[config.mk]
export PLATFORM = sky130hd
export DESIGN_NAME = regfile_write_arbiter
export DESIGN_NICKNAME = d
export VERILOG_FILES = /design/src/rtl/cpu_types_pkg.sv /design/src/rtl/wb_slot.sv /design/src/rtl/regfile_write_arbiter.sv
export SDC_FILE = /design/constraint.sdc
export NUM_CORES = 1
export LEC_CHECK = 0
export BUFFER_PORTS_ARGS = -buffer_cell sky130_fd_sc_hd__buf_2
export CAP_MARGIN = 20
export CORE_MARGIN = 4
export CORE_UTILIZATION = 45
export CTS_CLUSTER_SIZE = 14
export DETAILED_ROUTE_END_ITERATION = 8
export PLACE_DENSITY = 0.74
export RECOVER_POWER = 25
export SLEW_MARGIN = 20
export SYNTH_ARGS = -nofsm -noshare
export SYNTH_HDL_FRONTEND = slang
export SYNTH_HIERARCHICAL = 1
export SYNTH_SLANG_ARGS = --single-unit
[constraint.sdc]
create_clock -name CLK -period 2.5 [get_ports CLK]
set_input_delay 0.5 -clock CLK [delete_from_list [all_inputs] [get_ports CLK]]
set_output_delay 0.5 -clock CLK [all_outputs]
set_load 0.1 [all_outputs]
[src/rtl/cpu_types_pkg.sv]
// Shared CPU datapath types plus the writeback-arbiter slot count.
package cpu_types_pkg;
   typedef logic [31:0] word_t;
   typedef logic [4:0]  regbits_t;

   localparam int WB_NSLOT = 2;
endpackage

[src/rtl/wb_slot.sv]
// One-entry writeback holding register; a load in the same cycle as a clear wins.
module wb_slot
   import cpu_types_pkg::*;
(
   input  logic     CLK,
   input  logic     nRST,
   input  logic     i_load,
   input  logic     i_clear,
   input  regbits_t i_sel,
   input  word_t    i_dat,
   output logic     o_full,
   output regbits_t o_sel,
   output word_t    o_dat
);
   logic     r_full;
   regbits_t r_sel;
   word_t    r_dat;

   always_ff @(posedge CLK) begin
      if (!nRST) begin
         r_full <= 1'b0;
         r_sel  <= '0;
         r_dat  <= '0;
      end else if (i_load) begin
         r_full <= 1'b1;
         r_sel  <= i_sel;
         r_dat  <= i_dat;
      end else if (i_clear) begin
         r_full <= 1'b0;
      end
   end

   assign o_full = r_full;
   assign o_sel  = r_sel;
   assign o_dat  = r_dat;
endmodule

[src/rtl/regfile_write_arbiter.sv]
// Shares the register-file write port between ALU and load writeback through
// two one-entry slots drained oldest-first, with a pending-write query port.
module regfile_write_arbiter
   import cpu_types_pkg::*;
#(
   parameter int NSLOT = WB_NSLOT
)
(
   input  logic             CLK,
   input  logic             nRST,
   input  logic [NSLOT-1:0] req,
   output logic [NSLOT-1:0] rdy,
   input  regbits_t         wsel0,
   input  regbits_t         wsel1,
   input  word_t            wdat0,
   input  word_t            wdat1,
   output logic             rf_wen,
   output regbits_t         rf_wsel,
   output word_t            rf_wdat,
   input  regbits_t         qsel,
   output logic             qhit,
   output word_t            qdat
);
   regbits_t         w_in_sel [NSLOT];
   word_t            w_in_dat [NSLOT];
   regbits_t         w_sel    [NSLOT];
   word_t            w_dat    [NSLOT];
   logic [NSLOT-1:0] w_full, w_grant, w_load, w_keep, w_hit;
   logic             r_age;

   assign w_in_sel[0] = wsel0;
   assign w_in_sel[1] = wsel1;
   assign w_in_dat[0] = wdat0;
   assign w_in_dat[1] = wdat1;

   genvar gi;
   generate
      for (gi = 0; gi < NSLOT; gi++) begin : g_slot
         assign rdy[gi]    = !w_full[gi] || w_grant[gi];
         // Writes to r0 complete the handshake but never occupy the slot.
         assign w_load[gi] = req[gi] && rdy[gi] && (w_in_sel[gi] != '0);
         assign w_keep[gi] = w_full[gi] && !w_grant[gi];
         assign w_hit[gi]  = w_full[gi] && (w_sel[gi] == qsel) && (qsel != '0);

         wb_slot u_slot (
            .CLK     (CLK),
            .nRST    (nRST),
            .i_load  (w_load[gi]),
            .i_clear (w_grant[gi]),
            .i_sel   (w_in_sel[gi]),
            .i_dat   (w_in_dat[gi]),
            .o_full  (w_full[gi]),
            .o_sel   (w_sel[gi]),
            .o_dat   (w_dat[gi])
         );
      end
   endgenerate

   // Grant is suppressed while in reset so buffered values never reach the file.
   always_comb begin
      w_grant = '0;
      if (w_full[0] && w_full[1]) begin
         w_grant = r_age ? 2'b10 : 2'b01;
      end else begin
         w_grant = w_full;
      end
      if (!nRST) begin
         w_grant = '0;
      end
   end

   // r_age = 1 means slot 1 holds the older entry.
   always_ff @(posedge CLK) begin
      if (!nRST) begin
         r_age <= 1'b0;
      end else if (w_load[0] && w_load[1]) begin
         r_age <= 1'b0;
      end else if (w_load[0]) begin
         r_age <= w_keep[1];
      end else if (w_load[1]) begin
         r_age <= !w_keep[0];
      end
   end

   always_comb begin
      rf_wen  = |w_grant;
      rf_wsel = '0;
      rf_wdat = '0;
      if (w_grant[1]) begin
         rf_wsel = w_sel[1];
         rf_wdat = w_dat[1];
      end else if (w_grant[0]) begin
         rf_wsel = w_sel[0];
         rf_wdat = w_dat[0];
      end
   end

   always_comb begin
      qhit = |w_hit;
      qdat = '0;
      if (w_hit[0] && w_hit[1]) begin
         qdat = r_age ? w_dat[0] : w_dat[1];
      end else if (w_hit[0]) begin
         qdat = w_dat[0];
      end else if (w_hit[1]) begin
         qdat = w_dat[1];
      end
   end
endmodule

==> impl_metrics.py, run 1 <==
metrics = {
    "pwr": {
        "power_frac_comb": 0.261,
        "seq_power_share": 0.406,
        "p_leak_uw": 0.00269,
        "powerDensity_nw_per_um2": 495,
        "p_sw_uw": 1080,
        "clock_power_share": 0.334,
        "power_uw": 3460,
        "ir_worst_vdd_uv": 298,
        "p_sw_frac": 0.311,
        "power.internal_uw": 2380,
    },
    "floorplan": {
        "fp.coreArea_um2": 9240,
        "die_area_um2": 11100,
        "io_pins": 156,
        "die_w_um": 105,
        "die_h_um": 105,
        "rows": 35,
        "initial_utilization": 0.461,
    },
    "drt": {
        "wl_per_cell_um": 18.2,
        "vias": 3948,
        "drt-initial-drc-count": 167,
        "viasPerCell": 5.40,
        "wirelength_um": 13300,
        "first_pass_iters": 5,
        "ant_nets": 0,
        "drc_errors": 0,
    },
    "yosys": {
        "netlist_instances": 445,
        "synth-async-reset-ratio": 0,
        "synth_edf_count": 0,
        "synth_top_area_cell": "dfxtp_1",
        "ys_warn_count": 6,
        "syn-num-nets": 528,
        "synth_top_area_frac": 0.362,
        "seq_area_frac_synth": 0.362,
        "synth_area_um2": 4260,
        "synth_flop_cell": "dfxtp_1",
        "synth_cell_types": 37,
        "synth.avg_cell_area_um2": 9.57,
        "synth.area.top_cells": "dfxtp_1 36%, mux2i_1 17%, nor2b_1 11%",
        "synth_seq_cells": 77,
    },
    "setup_path": {
        "cp.required_ns": 2.00,
        "crit_start": "g_slot[0].u_slot/o_sel[3]",
        "r2r_cells": 7,
        "r2r_setup_slack_ns": 0.29,
        "critPathCaptureType": "output pin",
        "r2r_end": "g_slot[1].u_slot/o_dat[0]",
        "critPathKind": "register to output pin",
        "start_kind": "register",
        "critPathArrivalTime_ns": 1.99,
        "cp_max_fo": 15,
        "r2r-start": "g_slot[1].u_slot/o_full",
    },
    "worst_hold_path": {
        "hp-class": "input pin to register",
        "min_from": "wdat1[26]",
        "whs_endpoint": "g_slot[1].u_slot/o_dat[26]",
        "hold_depth": 3,
    },
    "run_status": {
        "status": "completed",
    },
    "timing": {
        "period_needed_ns": 2.49,
        "hold_viol_final": 0,
        "fin_skew_ns": 0.0113,
        "slew_violations": 0,
        "setup_ws_ns": 0.00615,
        "fmax_mhz": 401,
        "setup_viol": 0,
        "slew_headroom": 0.579,
        "period_share": 0.998,
        "tightest_slew_ns": 0.625,
        "tns_ns": 0,
        "rsz0062_at_grt": "true",
    },
    "cells_and_area": {
        "nFillCells": 635,
        "nets": 680,
        "insertedDiodeCount": 0,
        "syn2layout_area_growth_pct": 64.1,
        "drive_gt1_frac": 0.427,
        "final_cell_mix": "82 x buf_2, 78 x buf_12, 76 x nor2b_1",
        "final_common_cell": "buf_2",
    },
    "clock_tree": {
        "numCtsBuffers": 9,
        "cts.sinks": 77,
        "clk_pin_slew_worst_paths_ns": 0.09,
        "cts_hold_buffers": 0,
        "cts_max_path_buffers": 2,
        "root_buffer": "clkbuf_8",
        "cts_tree": "yes",
        "h-tree-depth": 3,
        "clk_latency_ns": 0.34,
    },
    "grt": {
        "grt.overflow.total": 0,
        "first_global_vias": 4095,
        "antenna_found_initial": 0,
        "grt_max_degree": 46,
        "grtUsageTotal": 0.238,
        "grt_pass1_wl_um": 21300,
    },
    "job": {
        "drv_cap": 0,
    },
    "placed_design": {
        "port_buffers": 155,
        "gp_congestion": 0.925,
        "preCtsSetupSlack_ns": 0.0167,
        "dp_hpwl_um": 9610,
    },
}
-- sequential cells by signal (all words and copies together) (netlist names) --
name	count
g_slot.u_slot/o_full	2
g_slot.u_slot/o_dat	64
g_slot.u_slot/o_sel	10
r_age	1
-- power by group through the flow --
stage / Combinational, uW / Sequential [uW] / Clock, uW
6_report: 901 / 1400 / 1150
5_1_grt: 954 / 1410 / 1220
4_1_cts: 902 / 1400 / 1170
3_5_place_dp: 879 / 1420 / 0
3_3_place_gp: 856 / 1420 / 0
2_1_floorplan: 622 / 1390 / 0
-- how the worst max path moves through the flow --
stage                     endpoint  slack [ns]  cells after the start
after CTS                 qdat[26]      -0.009                      7
final                      qdat[6]       0.006                      6
after global placement    qdat[31]        0.08                      7
after global routing       qdat[6]       -0.08                      6
after detailed placement   qdat[6]        0.02                      7
after floorplan           qdat[29]       -0.47                      4
-- synthesized netlist by cell type (2+ instances only) --
| cell type | instances |
|---|---|
| dfxtp_1 | 77 |
| o211ai_1 | 3 |
| xnor2_2 | 3 |
| nand2b_1 | 2 |
| nor2b_1 | 78 |
| mux2i_1 | 74 |
| o21ai_1 | 2 |
| or4_1 | 2 |
| clkbuf_1 | 9 |
| xnor2_1 | 7 |
| nand3_1 | 3 |
| o22ai_2 | 10 |
| a21boi_0 | 2 |
| and4_4 | 2 |
| buf_2 | 12 |
| a22o_1 | 37 |
| o22ai_1 | 21 |
| buf_8 | 4 |
| a21oi_1 | 2 |
| nand2_1 | 64 |
| o21a_1 | 3 |
| buf_6 | 9 |
| buf_4 | 3 |
| nand4_1 | 2 |
| and3_1 | 2 |
-- per-stage QoR --
step / hold slack, ns / cell area (um^2) / utilization / cells
global placement: 0.521 / 6610 / 0.716 / 709
CTS: 0.393 / 7020 / 0.760 / 733
finish: 0.412 / 6990 / 0.757 / 731
floorplan: 0.498 / 4620 / - / 445
detailed placement: 0.529 / 6610 / 0.716 / 709
global route: 0.413 / 6990 / 0.757 / 731
-- critical path: stages, from the launching register on --
cell and delay, ns:
dfxtp_2 0.35, xnor2_1 0.18, nand4_1 0.21, o2111ai_4 0.34, buf_12 0.27, o22ai_4 0.12, buf_12 0.18
-- routing by layer --
metal	wire length, um	up-vias	GRT usage
li1	-	1871	-
met1	5300	1919	0.284
met2	7050	138	0.423
met3	616	20	0.0484
met4	308	0	0.0806
met5	0	-	0
-- kinds of logic after synthesis --
logic type / count (synthesis) / share of synthesized area
AND/OR/NAND/NOR: 162 / 0.204
AO/OA/AOI/OAI: 83 / 0.166
flip-flops: 77 / 0.362
multiplexers: 74 / 0.174
buffers and inverters: 39 / 0.0682
XOR/XNOR: 10 / 0.0259
-- cell type report --
cell class / instances / area [um^2] / area share
Sequential cell: 77 / 1560 / 0.223
Clock inverter: 6 / 110 / 0.0158
Multi-Input combinational cell: 329 / 2900 / 0.415
Inverter: 1 / 3.75 / 0.000537
Timing Repair Buffer: 179 / 2120 / 0.303
Tap cell: 129 / 161 / 0.0231
Clock buffer: 10 / 138 / 0.0197
-- timing repair --
item	4_1_cts	5_1_grt
gates resized for setup	20	4
endpoints found under the hold margin	0	0
setup endpoints to repair	66	41
buffers inserted	7	0
cloned	1	0
pin swaps	22	5
Note: power is estimated with default switching activity, not from simulation.
==> run 2, diff against run 1 <==
--- a/config.mk
+++ b/config.mk
@@ -11,10 +11,9 @@
 export CORE_UTILIZATION = 45
 export CTS_CLUSTER_SIZE = 14
 export DETAILED_ROUTE_END_ITERATION = 8
-export PLACE_DENSITY = 0.74
+export PLACE_DENSITY = 0.75
 export RECOVER_POWER = 25
 export SLEW_MARGIN = 20
 export SYNTH_ARGS = -nofsm -noshare
 export SYNTH_HDL_FRONTEND = slang
-export SYNTH_HIERARCHICAL = 1
 export SYNTH_SLANG_ARGS = --single-unit
==> constraint.sdc (replaced) <==
create_clock -name CLK -period 2.5 [get_ports CLK]
set_input_delay 0.75 -clock CLK [delete_from_list [all_inputs] [get_ports CLK]]
set_output_delay 0.75 -clock CLK [all_outputs]
set_load 0.1 [all_outputs]
==> impl_metrics.py, run 2 <==
metrics = {
    "yosys": {
        "synth-async-reset-ratio": 0,
        "synth_edf_count": 0,
        "synth_area_um2": 3950,
        "ys_top_cells_by_count": "109 x nand2_1, 77 x dfxtp_1, 69 x a22o_1",
        "synth_most_common_cell": "nand2_1",
        "netlist_instances": 451,
        "synth.avg_cell_area_um2": 8.76,
        "synth.area.top_cells": "dfxtp_1 39%, a22o_1 15%, nand2_1 10%",
        "ys_warn_count": 0,
        "syn-num-nets": 534,
        "synth_seq_cells": 77,
        "synth_flop_cell": "dfxtp_1",
        "synth_cell_types": 35,
        "seq_area_frac_synth": 0.390,
        "synth_top_area_frac": 0.390,
        "synth_top_area_cell": "dfxtp_1",
    },
    "setup_path": {
        "start_kind": "input pin",
        "critical_path.cell_chain": "buf_2 > xor2_1 > nor4_2 > nand4_1 > o21ba_4 > buf_12 > a22o_4 > buf_12",
        "crit_top_cell": "buf_12",
        "r2r_cells": 8,
        "crit_start": "qsel[4]",
        "crit_path_max_incr_delay_ns": 0.38,
        "cp.required_ns": 1.75,
        "cp_max_fo": 7,
        "r2r-start": "g_slot[0].u_slot.o_full",
        "critPathArrivalTime_ns": 2.51,
        "critPathSlowestCell": "o21ba_4",
        "critPathCaptureType": "output pin",
        "critPathKind": "input pin to output pin",
    },
    "clock_tree": {
        "cts_max_path_buffers": 2,
        "clk_pin_slew_worst_paths_ns": 0.08,
        "clk_latency_ns": 0.36,
        "h-tree-depth": 3,
        "root_buffer": "clkbuf_8",
        "cts_tree": "yes",
        "cts.sinks": 77,
        "numCtsBuffers": 9,
    },
    "timing": {
        "hold_viol_final": 0,
        "setup_ws_ns": -0.756,
        "period_share": 1.30,
        "tightest_slew_ns": 0.750,
        "fin_skew_ns": 0.0174,
        "tns_ns": -38.96,
        "rsz0062_at_grt": "true",
        "slew_headroom": 0.500,
        "slew_violations": 0,
        "setup_viol": 64,
        "period_needed_ns": 3.26,
        "fmax_mhz": 307,
    },
    "pwr": {
        "power.internal_uw": 2200,
        "p_sw_uw": 1110,
        "clock_power_share": 0.314,
        "power_uw": 3320,
        "p_sw_frac": 0.335,
        "p_leak_uw": 0.00318,
        "seq_power_share": 0.425,
        "power_frac_comb": 0.260,
        "powerDensity_nw_per_um2": 456,
        "ir_worst_vdd_uv": 298,
    },
    "placed_design": {
        "preCtsSetupSlack_ns": -0.946,
        "gp_congestion": 0.863,
        "dp_hpwl_um": 9980,
        "port_buffers": 155,
    },
    "grt": {
        "grt.overflow.total": 0,
        "antenna_found_initial": 0,
        "first_global_vias": 4586,
        "grtUsageTotal": 0.296,
        "grt_max_degree": 45,
        "grt_pass1_wl_um": 23800,
    },
    "drt": {
        "first_pass_iters": 5,
        "wl_per_cell_um": 22.5,
        "wirelength_um": 16600,
        "viasPerCell": 6.03,
        "ant_nets": 0,
        "vias": 4451,
        "drc_errors": 0,
        "drt-initial-drc-count": 236,
    },
    "floorplan": {
        "die_h_um": 102,
        "rows": 33,
        "io_pins": 156,
        "die_area_um2": 10300,
        "die_w_um": 102,
        "fp.coreArea_um2": 8380,
        "initial_utilization": 0.471,
    },
    "cells_and_area": {
        "final_common_cell": "nand2_1",
        "largest_reg_flops": 64,
        "final_util": 0.868,
        "insertedDiodeCount": 0,
        "final_cell_mix": "108 x nand2_1, 83 x buf_12, 79 x buf_2",
        "drive_gt1_frac": 0.570,
        "nets": 712,
        "syn2layout_area_growth_pct": 84.2,
    },
    "run_status": {
        "violations": "negative setup slack",
        "status": "complete, but fails checks",
    },
    "worst_hold_path": {
        "hold_depth": 2,
        "min_from": "g_slot[1].u_slot.o_dat[19]",
        "hp-class": "register to register",
    },
    "job": {
        "drv_cap": 0,
    },
}
-- run 2: cell types whose count changed after synthesis, sizes merged, moves of 8 or more --
cell | previous run | this run
o21ai | 3 | 38
nand3 | 4 | 37
a22o | 37 | 69
xnor2 | 10 | 2
mux2i | 74 | 0
o22ai | 31 | 0
xor2 | 0 | 8
nor2b | 78 | 0
nand2 | 65 | 109
a21oi | 2 | 37
-- run 2: critical path, delay by kind of cell --
family	cells	cell delay, ns
AO/OA/AOI/OAI	2	0.53
buffers and inverters	3	0.46
AND/OR/NAND/NOR	2	0.59
XOR/XNOR	1	0.16
-- run 2: final timing paths --
check / endpoint / slack, ns
setup / recovery: qdat[26] / -0.76
hold / removal: g_slot[1].u_slot.o_dat[19] / 0.51
setup reg to reg: g_slot[0].u_slot.o_dat[3] / 0.25
hold reg to reg: g_slot[1].u_slot.o_dat[19] / 0.51
-- run 2: layer usage --
layer / vias up / wire length [um] / GRT usage
met5: - / 0 / 0
met4: 0 / 560 / 0.132
met3: 50 / 1550 / 0.0696
met2: 279 / 8500 / 0.515
met1: 2143 / 5990 / 0.345
li1: 1979 / - / -
-- run 2: area by class of cell --
class	instances	area [um^2]
Multi-Input combinational cell	331	2820
Timing Repair Buffer	208	2550
Sequential cell	77	1550
Fill cell	405	1110
Tap cell	105	131
Clock buffer	9	124
Clock inverter	6	88.8
Inverter	2	12.5
-- run 2: power groups by stage --
stage	Clock, uW	Sequential, uW	Combinational, uW
floorplan	0	1410	504
global placement	0	1420	786
detailed placement	0	1430	805
CTS	1030	1410	850
global route	1080	1420	900
finish	1040	1410	863
-- run 2: repair_timing --
action,in CTS,in global routing
gates resized for setup,29,17
endpoints found under the setup margin,71,71
buffers inserted,10,3
cloned,4,3
pin swaps,19,7
hold buffers,0,0
-- run 2: logic make-up after synthesis --
| logic type | Yosys count | synth area share |
|---|---|---|
| flops | 77 | 0.390 |
| simple gates | 164 | 0.219 |
| compound gates | 156 | 0.301 |
| xor+xnor | 10 | 0.0222 |
| buf+inv | 44 | 0.0675 |
-- run 2: stage by stage --
stage	hold WS [ns]	area (um^2)	instances
final	0.505	7270	738
after global routing	0.528	7270	738
after CTS	0.502	7240	733
after detailed placement	0.488	6710	704
after global placement	0.471	6710	704
after floorplan	0.453	4570	451
==> run 3, diff against run 2 <==
==> constraint.sdc (replaced) <==
create_clock -name CLK -period 2.5 [get_ports CLK]
set_input_delay 0.5 -clock CLK [delete_from_list [all_inputs] [get_ports CLK]]
set_output_delay 0.5 -clock CLK [all_outputs]
set_load 0.1 [all_outputs]
==> impl_metrics.py, run 3 (synthesis results as in run 2) <==
metrics = {
    "worst_hold_path": {
        "hold_depth": 3,
        "hp-class": "input pin to register",
        "whs_endpoint": "g_slot[0].u_slot.o_dat[14]",
        "min_from": "wdat0[14]",
    },
    "timing": {
        "slew_headroom": 0.394,
        "slew_violations": 0,
        "period_share": 1.11,
        "hold_viol_final": 0,
        "setup_ws_ns": -0.270,
        "setup_viol": 32,
        "fin_skew_ns": 0.00997,
        "rsz0062_at_grt": "true",
        "period_needed_ns": 2.77,
        "holdWs_ns": 0.370,
        "fmax_mhz": 361,
        "tightest_slew_ns": 0.908,
    },
    "job": {
        "drv_cap": 0,
    },
    "placed_design": {
        "placedInstanceArea_um2": 6240,
        "port_buffers": 155,
        "gp_congestion": 0.813,
        "dp_hpwl_um": 9290,
    },
    "grt": {
        "antenna_found_initial": 0,
        "grt_max_degree": 75,
        "grt_pass1_wl_um": 21100,
        "first_global_vias": 4306,
        "grt.overflow.total": 0,
        "grtUsageTotal": 0.259,
    },
    "pwr": {
        "ir_worst_vdd_uv": 283,
        "power_uw": 3140,
        "p_leak_uw": 0.00272,
        "powerDensity_nw_per_um2": 484,
    },
    "setup_path": {
        "cp.required_ns": 2.00,
        "crit_top_cell": "buf_12",
        "critPathKind": "register to output pin",
        "critPathCaptureType": "output pin",
        "r2r_cells": 7,
        "r2r_setup_slack_ns": 0.26,
        "cp_max_fo": 15,
        "crit_start": "g_slot[1].u_slot.o_sel[4]",
        "start_kind": "register",
        "critPathSlowestCell": "dfxtp_2",
        "r2r_end": "g_slot[1].u_slot.o_sel[4]",
        "critical_path.cell_chain": "xor2_1 > nor4_1 > nand4_1 > buf_4 > o21ba_4 > buf_12 > a22o_4 > buf_12",
        "critPathBufInv": 3,
        "crit_path_max_incr_delay_ns": 0.35,
        "critPathArrivalTime_ns": 2.27,
        "r2r-start": "g_slot[0].u_slot.o_full",
        "critPathTopFamily": "buffers and inverters",
    },
    "floorplan": {
        "fp.coreArea_um2": 8380,
        "rows": 33,
        "die_area_um2": 10300,
        "die_h_um": 102,
        "initial_utilization": 0.471,
        "io_pins": 156,
        "die_w_um": 102,
    },
    "cells_and_area": {
        "final_cell_mix": "109 x nand2_1, 81 x buf_2, 76 x buf_12",
        "design_area_um2": 6490,
        "drive_gt1_frac": 0.536,
        "syn2layout_area_growth_pct": 64.4,
        "insertedDiodeCount": 0,
        "final_common_cell": "nand2_1",
        "nets": 682,
        "largest_reg_flops": 64,
        "final_util": 0.774,
    },
    "drt": {
        "viasPerCell": 5.79,
        "drt-initial-drc-count": 177,
        "drc_errors": 0,
        "wirelength_um": 13400,
        "wl_per_cell_um": 18.8,
        "ant_nets": 0,
        "first_pass_iters": 4,
        "vias": 4106,
    },
    "run_status": {
        "violations": "negative setup slack",
        "status": "complete, but fails checks",
    },
    "clock_tree": {
        "h-tree-depth": 3,
        "cts_max_path_buffers": 2,
        "root_buffer": "clkbuf_8",
        "cts_tree": "yes",
        "cts_hold_buffers": 0,
        "clk_pin_slew_worst_paths_ns": 0.09,
        "clk_latency_ns": 0.34,
        "cts.sinks": 77,
        "numCtsBuffers": 9,
    },
}
## run 3: how the worst max path moves through the flow
stage                     endpoint  slack, ns  cells past startpoint
final                     qdat[20]      -0.27                      8
after floorplan           qdat[10]      -0.07                      6
after CTS                 qdat[31]      -0.28                      8
after global placement    qdat[31]      -0.13                      8
after detailed placement   qdat[0]      -0.18                      8
after global routing      qdat[12]      -0.35                      8
## run 3: tightest hold or removal path, stage by stage
cell and delay [ns]:
buf_2 0.08, nand3_2 0.06, o21ai_2 0.05
## run 3: metal layers
layer,track usage,share of wire,vias up
met5,0,0,-
met2,0.447,0.50,212
met3,0.0833,0.093,36
met1,0.292,0.38,1943
met4,0.115,0.023,0
li1,-,-,1915
## run 3: per-stage QoR
step,TNS [ns],worst slack [ns],instances
global placement,-3.21,-0.126,689
global route,-11.62,-0.348,709
finish,-8.32,-0.270,709
detailed placement,-4.85,-0.180,689
floorplan,-0.0712,-0.0712,451
CTS,-8.45,-0.276,710
## run 3: cell type report
| class | instances | area, um^2 |
|---|---|---|
| Tap cell | 105 | 131 |
| Clock buffer | 10 | 128 |
| Fill cell | 544 | 1890 |
| Timing Repair Buffer | 179 | 2120 |
| Inverter | 2 | 7.51 |
| Clock inverter | 6 | 87.6 |
| Multi-Input combinational cell | 330 | 2470 |
| Sequential cell | 77 | 1550 |
## run 3: report_power, final
part | switching [uW] | internal (uW) | leakage [uW]
Combinational | 460 | 264 | 0.00199
Clock | 460 | 561 | 0.0000985
Sequential | 86.8 | 1310 | 0.000635
Total | 1010 | 2130 | 0.00272
## run 3: what timing repair did
action / in CTS / in global routing
pin swaps: 4 / 2
resized for setup: 11 / 6
endpoints found under the setup margin: 61 / 70
cloned: 1 / 0
buffers inserted: 4 / 0
